### config.mk
export PLATFORM = sky130hd
export DESIGN_NAME = reg_writeback_flat
export DESIGN_NICKNAME = d
export VERILOG_FILES = /design/src/rtl/reg_writeback_pkg.sv /design/src/rtl/reg_writeback_if.sv /design/src/rtl/reg_writeback_wb_fifo.sv /design/src/rtl/reg_writeback.sv /design/src/flat_wrapper.sv
export SDC_FILE = /design/constraint.sdc
export NUM_CORES = 1
export LEC_CHECK = 0
export ABC_AREA = 0
export BUFFER_PORTS_ARGS = -buffer_cell sky130_fd_sc_hd__buf_2
export CORE_MARGIN = 10
export CORE_UTILIZATION = 50
export CTS_BUF_LIST = sky130_fd_sc_hd__clkbuf_4
export CTS_CLUSTER_SIZE = 20
export DETAILED_ROUTE_END_ITERATION = 12
export PLACE_DENSITY = 0.75
export SKIP_LAST_GASP = 1
export SLEW_MARGIN = 20
export SYNTH_ARGS = -nofsm -noshare
export SYNTH_HDL_FRONTEND = slang
export SYNTH_SLANG_ARGS = --single-unit
### constraint.sdc
create_clock -name clock -period 2.25 [get_ports clock]
set_input_delay 0.45 -clock clock [delete_from_list [all_inputs] [get_ports clock]]
set_output_delay 0.45 -clock clock [all_outputs]
set_load 0.02 [all_outputs]
### src/rtl/reg_writeback_pkg.sv
// Shared definitions for the register writeback stage: reserved register
// indices, the writeback entry carried through the load buffer, and defaults.
package reg_writeback_pkg;

   localparam logic [3:0] REG_SP = 4'd13;
   localparam logic [3:0] REG_SR = 4'd14;
   localparam logic [3:0] REG_PC = 4'd15;

   localparam int DEFAULT_FIFO_DEPTH = 2;

   typedef struct packed {
      logic [3:0]  addr;
      logic [15:0] data;
   } wb_entry_t;

   // SP, SR and PC are owned by dedicated hardware and never written back here
   function automatic logic is_reserved(input logic [3:0] addr);
      return (addr == REG_SP) || (addr == REG_SR) || (addr == REG_PC);
   endfunction

endpackage

### src/rtl/reg_writeback_if.sv
// Bus bundle between decode/ALU/memory and the writeback stage.
interface reg_writeback_if;

   logic        issue_valid;
   logic        issue_load;
   logic [3:0]  issue_addr;
   logic        alu_valid;
   logic [3:0]  alu_addr;
   logic [15:0] alu_data;
   logic        mem_valid;
   logic        mem_ready;
   logic [3:0]  mem_addr;
   logic [15:0] mem_data;
   logic [3:0]  rd_addr1;
   logic [3:0]  rd_addr2;
   logic        hazard;
   logic        bank_busy;
   logic        write_en;
   logic [3:0]  write_addr;
   logic [15:0] write_data;
   logic        illegal_wb;

   modport master (
      output issue_valid, issue_load, issue_addr,
      output alu_valid, alu_addr, alu_data,
      output mem_valid, mem_addr, mem_data,
      output rd_addr1, rd_addr2,
      input  mem_ready, hazard, bank_busy,
      input  write_en, write_addr, write_data, illegal_wb
   );

   modport slave (
      input  issue_valid, issue_load, issue_addr,
      input  alu_valid, alu_addr, alu_data,
      input  mem_valid, mem_addr, mem_data,
      input  rd_addr1, rd_addr2,
      output mem_ready, hazard, bank_busy,
      output write_en, write_addr, write_data, illegal_wb
   );

endinterface

### src/rtl/reg_writeback_wb_fifo.sv
// Synchronous load-result buffer with count-based full/empty; also reports
// whether any buffered entry targets the lower register bank (r0-r7).
module wb_fifo
   import reg_writeback_pkg::*;
#(
   parameter int DEPTH = DEFAULT_FIFO_DEPTH
)(
   input  logic      clock,
   input  logic      reset,
   input  logic      push,
   input  wb_entry_t push_entry,
   input  logic      pop,
   output wb_entry_t head,
   output logic      empty,
   output logic      full,
   output logic      has_low_addr
);

   localparam int PTR_W = $clog2(DEPTH);
   localparam int CNT_W = $clog2(DEPTH + 1);

   wb_entry_t        slots [DEPTH];
   logic [PTR_W-1:0] rd_ptr;
   logic [PTR_W-1:0] wr_ptr;
   logic [CNT_W-1:0] count;
   logic             do_push;
   logic             do_pop;

   // A push into a full buffer is only legal when the head leaves the same cycle
   assign empty   = (count == '0);
   assign full    = (count == CNT_W'(DEPTH));
   assign do_pop  = pop && !empty;
   assign do_push = push && (!full || do_pop);
   assign head    = slots[rd_ptr];

   always_ff @(posedge clock or posedge reset) begin
      if (reset) begin
         rd_ptr <= '0;
         wr_ptr <= '0;
         count  <= '0;
      end else begin
         if (do_push) wr_ptr <= wr_ptr + PTR_W'(1);
         if (do_pop)  rd_ptr <= rd_ptr + PTR_W'(1);
         case ({do_push, do_pop})
            2'b10:   count <= count + CNT_W'(1);
            2'b01:   count <= count - CNT_W'(1);
            default: count <= count;
         endcase
      end
   end

   always_ff @(posedge clock) begin
      if (do_push) slots[wr_ptr] <= push_entry;
   end

   always_comb begin
      has_low_addr = 1'b0;
      for (int i = 0; i < DEPTH; i++) begin
         if ((CNT_W'(i) < count) && !slots[rd_ptr + PTR_W'(i)].addr[3]) has_low_addr = 1'b1;
      end
   end

endmodule

### src/rtl/reg_writeback.sv
// Register-file writeback arbiter: ALU results win, loads are buffered or
// bypassed, and a per-register outstanding-load count drives decode stalls.
module reg_writeback
   import reg_writeback_pkg::*;
#(
   parameter int FIFO_DEPTH = DEFAULT_FIFO_DEPTH
)(
   input  logic           clock,
   input  logic           reset,
   reg_writeback_if.slave bus
);

   wb_entry_t   alu_entry;
   wb_entry_t   mem_entry;
   wb_entry_t   head_entry;
   wb_entry_t   sel_entry;
   logic        fifo_empty;
   logic        fifo_full;
   logic        fifo_low;
   logic        mem_ready;
   logic        mem_accept;
   logic        push;
   logic        pop;
   logic        bypass;
   logic        sel_valid;
   logic        sel_load;
   logic        write_en_q;
   logic        illegal_q;
   logic        wb_load_q;
   logic [3:0]  write_addr_q;
   logic [15:0] write_data_q;
   logic [1:0]  load_cnt [16];
   logic [15:0] pending;
   logic [15:0] inc_vec;
   logic [15:0] dec_vec;

   assign alu_entry  = '{addr: bus.alu_addr, data: bus.alu_data};
   assign mem_entry  = '{addr: bus.mem_addr, data: bus.mem_data};
   assign mem_ready  = !fifo_full || !bus.alu_valid;
   assign mem_accept = bus.mem_valid && mem_ready;

   wb_fifo #(.DEPTH(FIFO_DEPTH)) load_buf (
      .clock        (clock),
      .reset        (reset),
      .push         (push),
      .push_entry   (mem_entry),
      .pop          (pop),
      .head         (head_entry),
      .empty        (fifo_empty),
      .full         (fifo_full),
      .has_low_addr (fifo_low)
   );

   // An idle ALU slot drains the buffer head, or forwards a load straight through when empty
   always_comb begin
      pop       = !bus.alu_valid && !fifo_empty;
      bypass    = !bus.alu_valid && fifo_empty && mem_accept;
      push      = mem_accept && !bypass;
      sel_valid = bus.alu_valid || pop || bypass;
      sel_load  = pop || bypass;
      sel_entry = alu_entry;
      if (pop)         sel_entry = head_entry;
      else if (bypass) sel_entry = mem_entry;
   end

   always_ff @(posedge clock or posedge reset) begin
      if (reset) begin
         write_en_q   <= 1'b0;
         illegal_q    <= 1'b0;
         wb_load_q    <= 1'b0;
         write_addr_q <= 4'd0;
         write_data_q <= 16'd0;
      end else begin
         write_en_q <= sel_valid && !is_reserved(sel_entry.addr);
         illegal_q  <= sel_valid && is_reserved(sel_entry.addr);
         wb_load_q  <= sel_valid && sel_load && !is_reserved(sel_entry.addr);
         if (sel_valid) begin
            write_addr_q <= sel_entry.addr;
            write_data_q <= sel_entry.data;
         end
      end
   end

   // A load stays pending until the cycle its write strobe has been presented to the register file
   always_comb begin
      inc_vec = 16'd0;
      dec_vec = 16'd0;
      if (bus.issue_valid && bus.issue_load && !is_reserved(bus.issue_addr))
         inc_vec = 16'd1 << bus.issue_addr;
      if (wb_load_q)
         dec_vec = 16'd1 << write_addr_q;
   end

   always_ff @(posedge clock or posedge reset) begin
      if (reset) begin
         for (int r = 0; r < 16; r++) load_cnt[r] <= 2'd0;
      end else begin
         for (int r = 0; r < 16; r++) begin
            if (inc_vec[r] && dec_vec[r]) begin
               if (load_cnt[r] == 2'd0) load_cnt[r] <= 2'd1;
            end else if (inc_vec[r]) begin
               load_cnt[r] <= load_cnt[r] + 2'd1;
            end else if (dec_vec[r] && (load_cnt[r] != 2'd0)) begin
               load_cnt[r] <= load_cnt[r] - 2'd1;
            end
         end
      end
   end

   always_comb begin
      for (int r = 0; r < 16; r++) pending[r] = (load_cnt[r] != 2'd0);
   end

   assign bus.mem_ready  = mem_ready;
   assign bus.hazard     = pending[bus.rd_addr1] | pending[bus.rd_addr2];
   assign bus.bank_busy  = (|pending[7:0]) | fifo_low;
   assign bus.write_en   = write_en_q;
   assign bus.write_addr = write_addr_q;
   assign bus.write_data = write_data_q;
   assign bus.illegal_wb = illegal_q;

endmodule

### src/flat_wrapper.sv
// flat-port wrapper written by rule: the top's interface ports become plain ports
module reg_writeback_flat import reg_writeback_pkg::*;
#(
   parameter int FIFO_DEPTH = DEFAULT_FIFO_DEPTH
)
  (clock, reset, bus_issue_valid, bus_issue_load, bus_issue_addr, bus_alu_valid, bus_alu_addr, bus_alu_data, bus_mem_valid, bus_mem_addr, bus_mem_data, bus_rd_addr1, bus_rd_addr2, bus_mem_ready, bus_hazard, bus_bank_busy, bus_write_en, bus_write_addr, bus_write_data, bus_illegal_wb);
  reg_writeback_if bus_i ();
  input  logic clock;
  input  logic reset;
  input wire logic [$bits(bus_i.issue_valid)-1:0] bus_issue_valid;
  input wire logic [$bits(bus_i.issue_load)-1:0] bus_issue_load;
  input wire logic [$bits(bus_i.issue_addr)-1:0] bus_issue_addr;
  input wire logic [$bits(bus_i.alu_valid)-1:0] bus_alu_valid;
  input wire logic [$bits(bus_i.alu_addr)-1:0] bus_alu_addr;
  input wire logic [$bits(bus_i.alu_data)-1:0] bus_alu_data;
  input wire logic [$bits(bus_i.mem_valid)-1:0] bus_mem_valid;
  input wire logic [$bits(bus_i.mem_addr)-1:0] bus_mem_addr;
  input wire logic [$bits(bus_i.mem_data)-1:0] bus_mem_data;
  input wire logic [$bits(bus_i.rd_addr1)-1:0] bus_rd_addr1;
  input wire logic [$bits(bus_i.rd_addr2)-1:0] bus_rd_addr2;
  output wire logic [$bits(bus_i.mem_ready)-1:0] bus_mem_ready;
  output wire logic [$bits(bus_i.hazard)-1:0] bus_hazard;
  output wire logic [$bits(bus_i.bank_busy)-1:0] bus_bank_busy;
  output wire logic [$bits(bus_i.write_en)-1:0] bus_write_en;
  output wire logic [$bits(bus_i.write_addr)-1:0] bus_write_addr;
  output wire logic [$bits(bus_i.write_data)-1:0] bus_write_data;
  output wire logic [$bits(bus_i.illegal_wb)-1:0] bus_illegal_wb;
  assign bus_i.issue_valid = bus_issue_valid;
  assign bus_i.issue_load = bus_issue_load;
  assign bus_i.issue_addr = bus_issue_addr;
  assign bus_i.alu_valid = bus_alu_valid;
  assign bus_i.alu_addr = bus_alu_addr;
  assign bus_i.alu_data = bus_alu_data;
  assign bus_i.mem_valid = bus_mem_valid;
  assign bus_i.mem_addr = bus_mem_addr;
  assign bus_i.mem_data = bus_mem_data;
  assign bus_i.rd_addr1 = bus_rd_addr1;
  assign bus_i.rd_addr2 = bus_rd_addr2;
  assign bus_mem_ready = bus_i.mem_ready;
  assign bus_hazard = bus_i.hazard;
  assign bus_bank_busy = bus_i.bank_busy;
  assign bus_write_en = bus_i.write_en;
  assign bus_write_addr = bus_i.write_addr;
  assign bus_write_data = bus_i.write_data;
  assign bus_illegal_wb = bus_i.illegal_wb;
  reg_writeback #(.FIFO_DEPTH(FIFO_DEPTH)) u_core (.clock(clock), .reset(reset), .bus(bus_i));
endmodule
==> results.cfg, run 1 <==
[die]
core_region_area_um2 = 9820
initial_core_util = 0.517
dieArea_um2 = 14600
chipWidth_um = 121
ios = 83
fp-row-count = 36
die_y_um = 121

[cells_and_area]
nFillCells = 839
final_util = 0.623
drive_above_1_share = 0.323
seq_area_um2 = 2700
fin_area_um2 = 6120
fin_nets = 648
multi_input_area_um2 = 2400
area_growth_pct = 20.5
diodes = 0

[global_routing]
grt_pass1_vias = 4259
grt_pass1_wl_um = 20700
grt_antenna_before_repair = 0
grtUsageTotal = 0.173
grt_max_degree = 60
grt_overflow = 0

[critical_path]
max_stage_delay_ps = 480
crit_slowest_cell = dfrtp_2
cp.arrival_ps = 2020
critPathKind = reg -> out
path_cells = nor4b_2, a31oi_1, o2111ai_1, nand3_1, or3_4, buf_6
worstSetupEndpointType = primary output
crit_required_ps = 1800
cp_max_fo = 5
start_kind = flop

[timing]
period_minus_slack_ps = 2470
tightest_slew_ps = 501
fin_ws_ps = -224
grt_setup_unrepaired = yes
hold_slack_ps = 165
finalCritPeriodShare = 1.10
setup_violations = 2
finalClockSkew_ps = 16.4
maxSlewViolCount = 0
finalHoldViolCount = 0
fmax_mhz = 404
slew_headroom = 0.663

[synth]
synth_compound_area_frac = 0.157
synth_edf_count = 40
synth_seq_cells = 99
synth_top_area_frac = 0.291
ys_warn_count = 0
syn-cell-area_um2 = 5070
ys_seq_area_frac = 0.528
synth-xor-area-share = 0.0293
synth-main-ff-cell = dfrtp_1
synthCells = 484
synth.area.mux_share = 0.0577
synth_top_area_cell = dfrtp_1
syn_area_per_cell_um2 = 10.5
synth_fa_ha_area_frac = 0.00986
synth-async-reset-ratio = 0.596
yosys-top-cells-area = dfrtp_1 (29%), edfxtp_1 (24%), mux2i_1 (5.3%), nor2_1 (4.5%), o21ai_0 (3.2%)
yosys.area_share.simple = 0.190
synth_nets = 546
synth_top_family_by_area = simple AND/OR/NAND/NOR gates
synth_cell_type_count = 55

[power]
leakagePower_uw = 0.00246
power_density_nw_per_um2 = 1070
ir_drop_mv = 0.706

[placed_design]
pre_cts_ws_ps = 3.63
gp_congestion = 0.891
placed_area_um2 = 5670
port_buffers = 82
dp_hpwl_um = 8790

[status]
outcome = finished, violations left
failed_checks = negative setup slack

[routing]
routedWlPerCell_um = 17.8
first_iter_violations = 228
ant_nets = 0
drc_errors = 0
drt-vias-per-instance = 5.82
drtPass1Iterations = 8
vias = 4212
wirelength_um = 12900

[clock_network]
cts_tree = done
cts_made_buffers = 9
clk_pin_slew_ps = 160
numClockSinks = 99
root_buffer = clkbuf_4
cts.path.max_buffers = 2
cts_max_level = 3
clkLatencyLatePin_ps = 470

[hold_path]
min_path_type = in -> reg

[run]
cap_violations = 0
-- state kept, by name, indices dropped and copies added (netlist names) --
| register | cells |
|---|---|
| u_core.bus.write_en | 1 |
| u_core.load_cnt | 32 |
| u_core.bus.write_data | 16 |
| u_core.load_buf.wr_ptr | 1 |
| u_core.load_buf.count | 2 |
| u_core.bus.write_addr | 4 |
| u_core.load_buf.slots | 40 |
| u_core.wb_load_q | 1 |
| u_core.load_buf.rd_ptr | 1 |
| u_core.bus.illegal_wb | 1 |
-- cells in the mapped netlist, types with 7 or more instances --
cell and instances:
a21oi_1 28, a22oi_1 16, a311oi_1 8, a31oi_1 20
buf_2 8, dfrtp_1 59, edfxtp_1 40, inv_1 7
mux2i_1 27, nand2_1 30, nor2_1 61, nor2b_1 9
nor3_1 18, o21ai_0 32, xnor2_1 13
-- what timing repair did --
| item | in CTS | in global routing |
|---|---|---|
| hold buffers | 1 | 0 |
| cloned | 0 | 0 |
| endpoints found under the setup margin | 2 | 2 |
| gates resized for setup | 26 | 25 |
| buffers inserted | 8 | 10 |
| pin swaps | 7 | 8 |
| hold endpoints to repair | 13 | 0 |
-- worst max-delay path, delay by kind of cell (launching register included) --
kind / cells / cell delay [ps]
buffers and inverters: 1 / 140
AOI/OAI and AO/OA: 2 / 200
and+or+nand+nor: 3 / 740
DFF: 1 / 480
-- kinds of logic after synthesis --
logic type | after synthesis
xor gates and xnor gates | 17
and+or+nand+nor | 180
muxes | 29
DFF | 99
adders and majority gates | 4
AOI/OAI and AO/OA | 125
buffers and inverters | 30
-- final timing paths --
| path | from | to | slack, ps | cells past startpoint |
|---|---|---|---|---|
| worst max register to register | u_core.load_buf.count[0] | u_core.bus.illegal_wb | 320 | 7 |
| worst max-delay path | u_core.load_cnt[11] | bus_hazard | -220 | 6 |
| max in group asynchronous | reset | u_core.load_cnt[19] | 1400 | 4 |
| worst min register to register | u_core.load_cnt[1] | u_core.load_cnt[0] | 510 | 2 |
| min in group asynchronous | reset | u_core.bus.write_data[2] | 540 | 4 |
| worst min-delay path | bus_mem_data[15] | u_core.load_buf.slots[1][15] | 170 | 1 |
-- power by group --
part | switching, uW | total, uW | internal, uW
Sequential | 483 | 2890 | 2400
Combinational | 1560 | 2760 | 1200
Clock | 629 | 880 | 250
-- layer usage --
metal | global-route usage | up-vias | part of all wire
li1 | - | 2000 | -
met1 | 0.200 | 2036 | 0.41
met2 | 0.292 | 139 | 0.50
met3 | 0.0591 | 37 | 0.065
met4 | 0.0596 | 0 | 0.029
met5 | 0 | - | 0
-- cell usage in the layout (no fill, tap or decap), types with 6 or more instances in the layout --
cell type  netlist  layout
buf_2            8      80
nor2_1          61      53
dfrtp_1         59      43
edfxtp_1        40      40
o21ai_0         32      31
nand2_1         30      30
buf_4            4      28
mux2i_1         27      27
a21oi_1         28      27
a31oi_1         20      20
a22oi_1         16      16
dfrtp_2          0      16
nor3_1          18      14
xnor2_1         13      13
clkbuf_4         0      10
nor2b_1          9       9
a311oi_1         8       8
nor2_2           0       7
nor3_2           3       6
nand3_1          6       6
nor4b_2          0       6
-- metrics by stage --
step	power, uW	instances	TNS, ps
CTS	6400	714	-304
global route	6950	724	-554
global placement	5230	689	0
floorplan	4560	484	-1350
finish	6520	724	-328
detailed placement	5330	689	0
-- cell type report --
class / instances / share of cell area
clock buffer: 10 / 0.0123
clock inverter: 6 / 0.00736
inverter: 7 / 0.00430
multi-input combinational: 355 / 0.393
sequential: 99 / 0.441
tap: 133 / 0.0272
timing repair buffer: 114 / 0.115
No activity file was read; power rests on OpenSTA's default activity.
==> run 2, diff against run 1 <==
Settings changed: REMOVE_ABC_BUFFERS set to 1.
==> run 2 against run 1 <==
  * The run still ends with negative setup slack left
  * Register-to-register slack got worse by 230 ps
  * Cell area about the same
  * Non-clock buffer count decreased by 3
  * Worst setup slack improved by 33 ps
  * Largest cell class unchanged
  * Largest power group unchanged
==> results.cfg, run 2 (synthesis results as in run 1) <==
[status]
outcome = finished, violations left
failed_checks = negative setup slack

[hold_path]
min_path_type = in -> reg
min_from = bus_mem_data[15]
holdPathStages = 1

[clock_network]
cts_made_buffers = 9
numClockSinks = 99
root_buffer = clkbuf_4
cts.path.max_buffers = 2
clk_pin_slew_ps = 150
cts_tree = done
cts_max_level = 3
clkLatencyLatePin_ps = 440

[critical_path]
worstSetupStartpoint = u_core.load_cnt[2]
reg2regPathDepth = 10
start_kind = flop
cp.arrival_ps = 1990
cp_max_fo = 4
crit_required_ps = 1800
reg2reg_from = u_core.load_buf.count[1]
worstSetupEndpointType = primary output
critPathKind = reg -> out

[timing]
fin_ws_ps = -191
finalCritPeriodShare = 1.09
grt_setup_unrepaired = yes
slew_headroom = 0.640
setup_violations = 1
hold_slack_ps = 198
tightest_slew_ps = 539
fin_setup_tns_ps = -191
period_minus_slack_ps = 2440
maxSlewViolCount = 0
finalHoldViolCount = 0
fmax_mhz = 410
finalClockSkew_ps = 15.5

[cells_and_area]
fin_nets = 645
final_util = 0.623
drive_above_1_share = 0.308
top_register = u_core.load_buf.slots
diodes = 0
mostFrequentLayoutCell = buf_2
layout_common_cells = buf_2 (80), nor2_1 (53), dfrtp_1 (48)
area_growth_pct = 20.5
nFillCells = 839
largest_register_ffs = 40

[power]
leakagePower_uw = 0.00247
power_density_nw_per_um2 = 1090
ir_drop_mv = 0.651
p_total_uw = 6670

[die]
ios = 83
fp-row-count = 36
dieArea_um2 = 14600
die_y_um = 121
core_region_area_um2 = 9820
initial_core_util = 0.517
chipWidth_um = 121

[global_routing]
grt_pass1_vias = 4360
grtUsageTotal = 0.175
grt_overflow = 0
grt_antenna_before_repair = 1
grt_pass1_wl_um = 21000
grt_max_degree = 41

[placed_design]
dp_hpwl_um = 9050
gp_congestion = 0.903
port_buffers = 82

[run]
cap_violations = 0

[routing]
drt-vias-per-instance = 5.70
wirelength_um = 12700
vias = 4111
first_iter_violations = 237
routedWlPerCell_um = 17.6
drtPass1Iterations = 4
drc_errors = 0
ant_nets = 0
[run 2: power breakdown]
| group | switching (uW) | leakage [uW] | total (uW) | internal, uW |
|---|---|---|---|---|
| registers | 457 | 0.00110 | 2860 | 2400 |
| logic | 1570 | 0.00129 | 2770 | 1210 |
| clock network | 594 | 0.0000834 | 1040 | 449 |
| total | 2620 | 0.00247 | 6670 | 4050 |
[run 2: worst paths after layout]
| kind | slack [ps] | to |
|---|---|---|
| max in group asynchronous | 1110 | u_core.load_cnt[25] |
| worst max-delay path | -190 | bus_hazard |
| worst min-delay path | 200 | u_core.load_buf.slots[0][15] |
| worst min register to register | 520 | u_core.bus.write_data[12] |
| worst max register to register | 90 | u_core.bus.illegal_wb |
| min in group asynchronous | 540 | u_core.bus.write_data[8] |
[run 2: layout make-up]
class	count	area (um2)	share of cell area
clock buffers	9	67.6	0.0110
clock inverters	7	88.8	0.0145
multi-input cells	355	2410	0.394
inverters	7	26.3	0.00430
well taps	133	166	0.0272
flip-flops and latches	99	2690	0.440
repair buffers	111	668	0.109
[run 2: per-stage QoR]
| step | std cells | area (um2) | setup WS, ps |
|---|---|---|---|
| 4_1_cts | 716 | 6030 | -172 |
| 2_1_floorplan | 461 | 4950 | -357 |
| 6_report | 721 | 6120 | -191 |
| 5_1_grt | 721 | 6120 | -329 |
| 3_3_place_gp | 689 | 5650 | 131 |
| 3_5_place_dp | 689 | 5650 | 73.8 |
[run 2: layer usage]
layer | up-vias | track usage | wire [um]
met2 | 114 | 0.302 | 6400
met5 | - | 0 | 0
met1 | 1981 | 0.208 | 5350
met3 | 17 | 0.0409 | 700
li1 | 1999 | - | -
met4 | 0 | 0.0656 | 230
[run 2: critical path: stages (launching register included)]
cell      delay [ps]
dfrtp_1          450
nor4b_2          280
a311oi_1          70
o21ai_0          110
nand3_1          100
or3_4            390
buf_6            140
[run 2: what timing repair did]
action                                 in CTS  in global routing
hold buffers                                1                  0
setup endpoints to repair                   2                  2
endpoints found under the hold margin      16                  0
pin swaps                                  11                 12
resized for setup                          34                 12
setup buffers                              10                  5
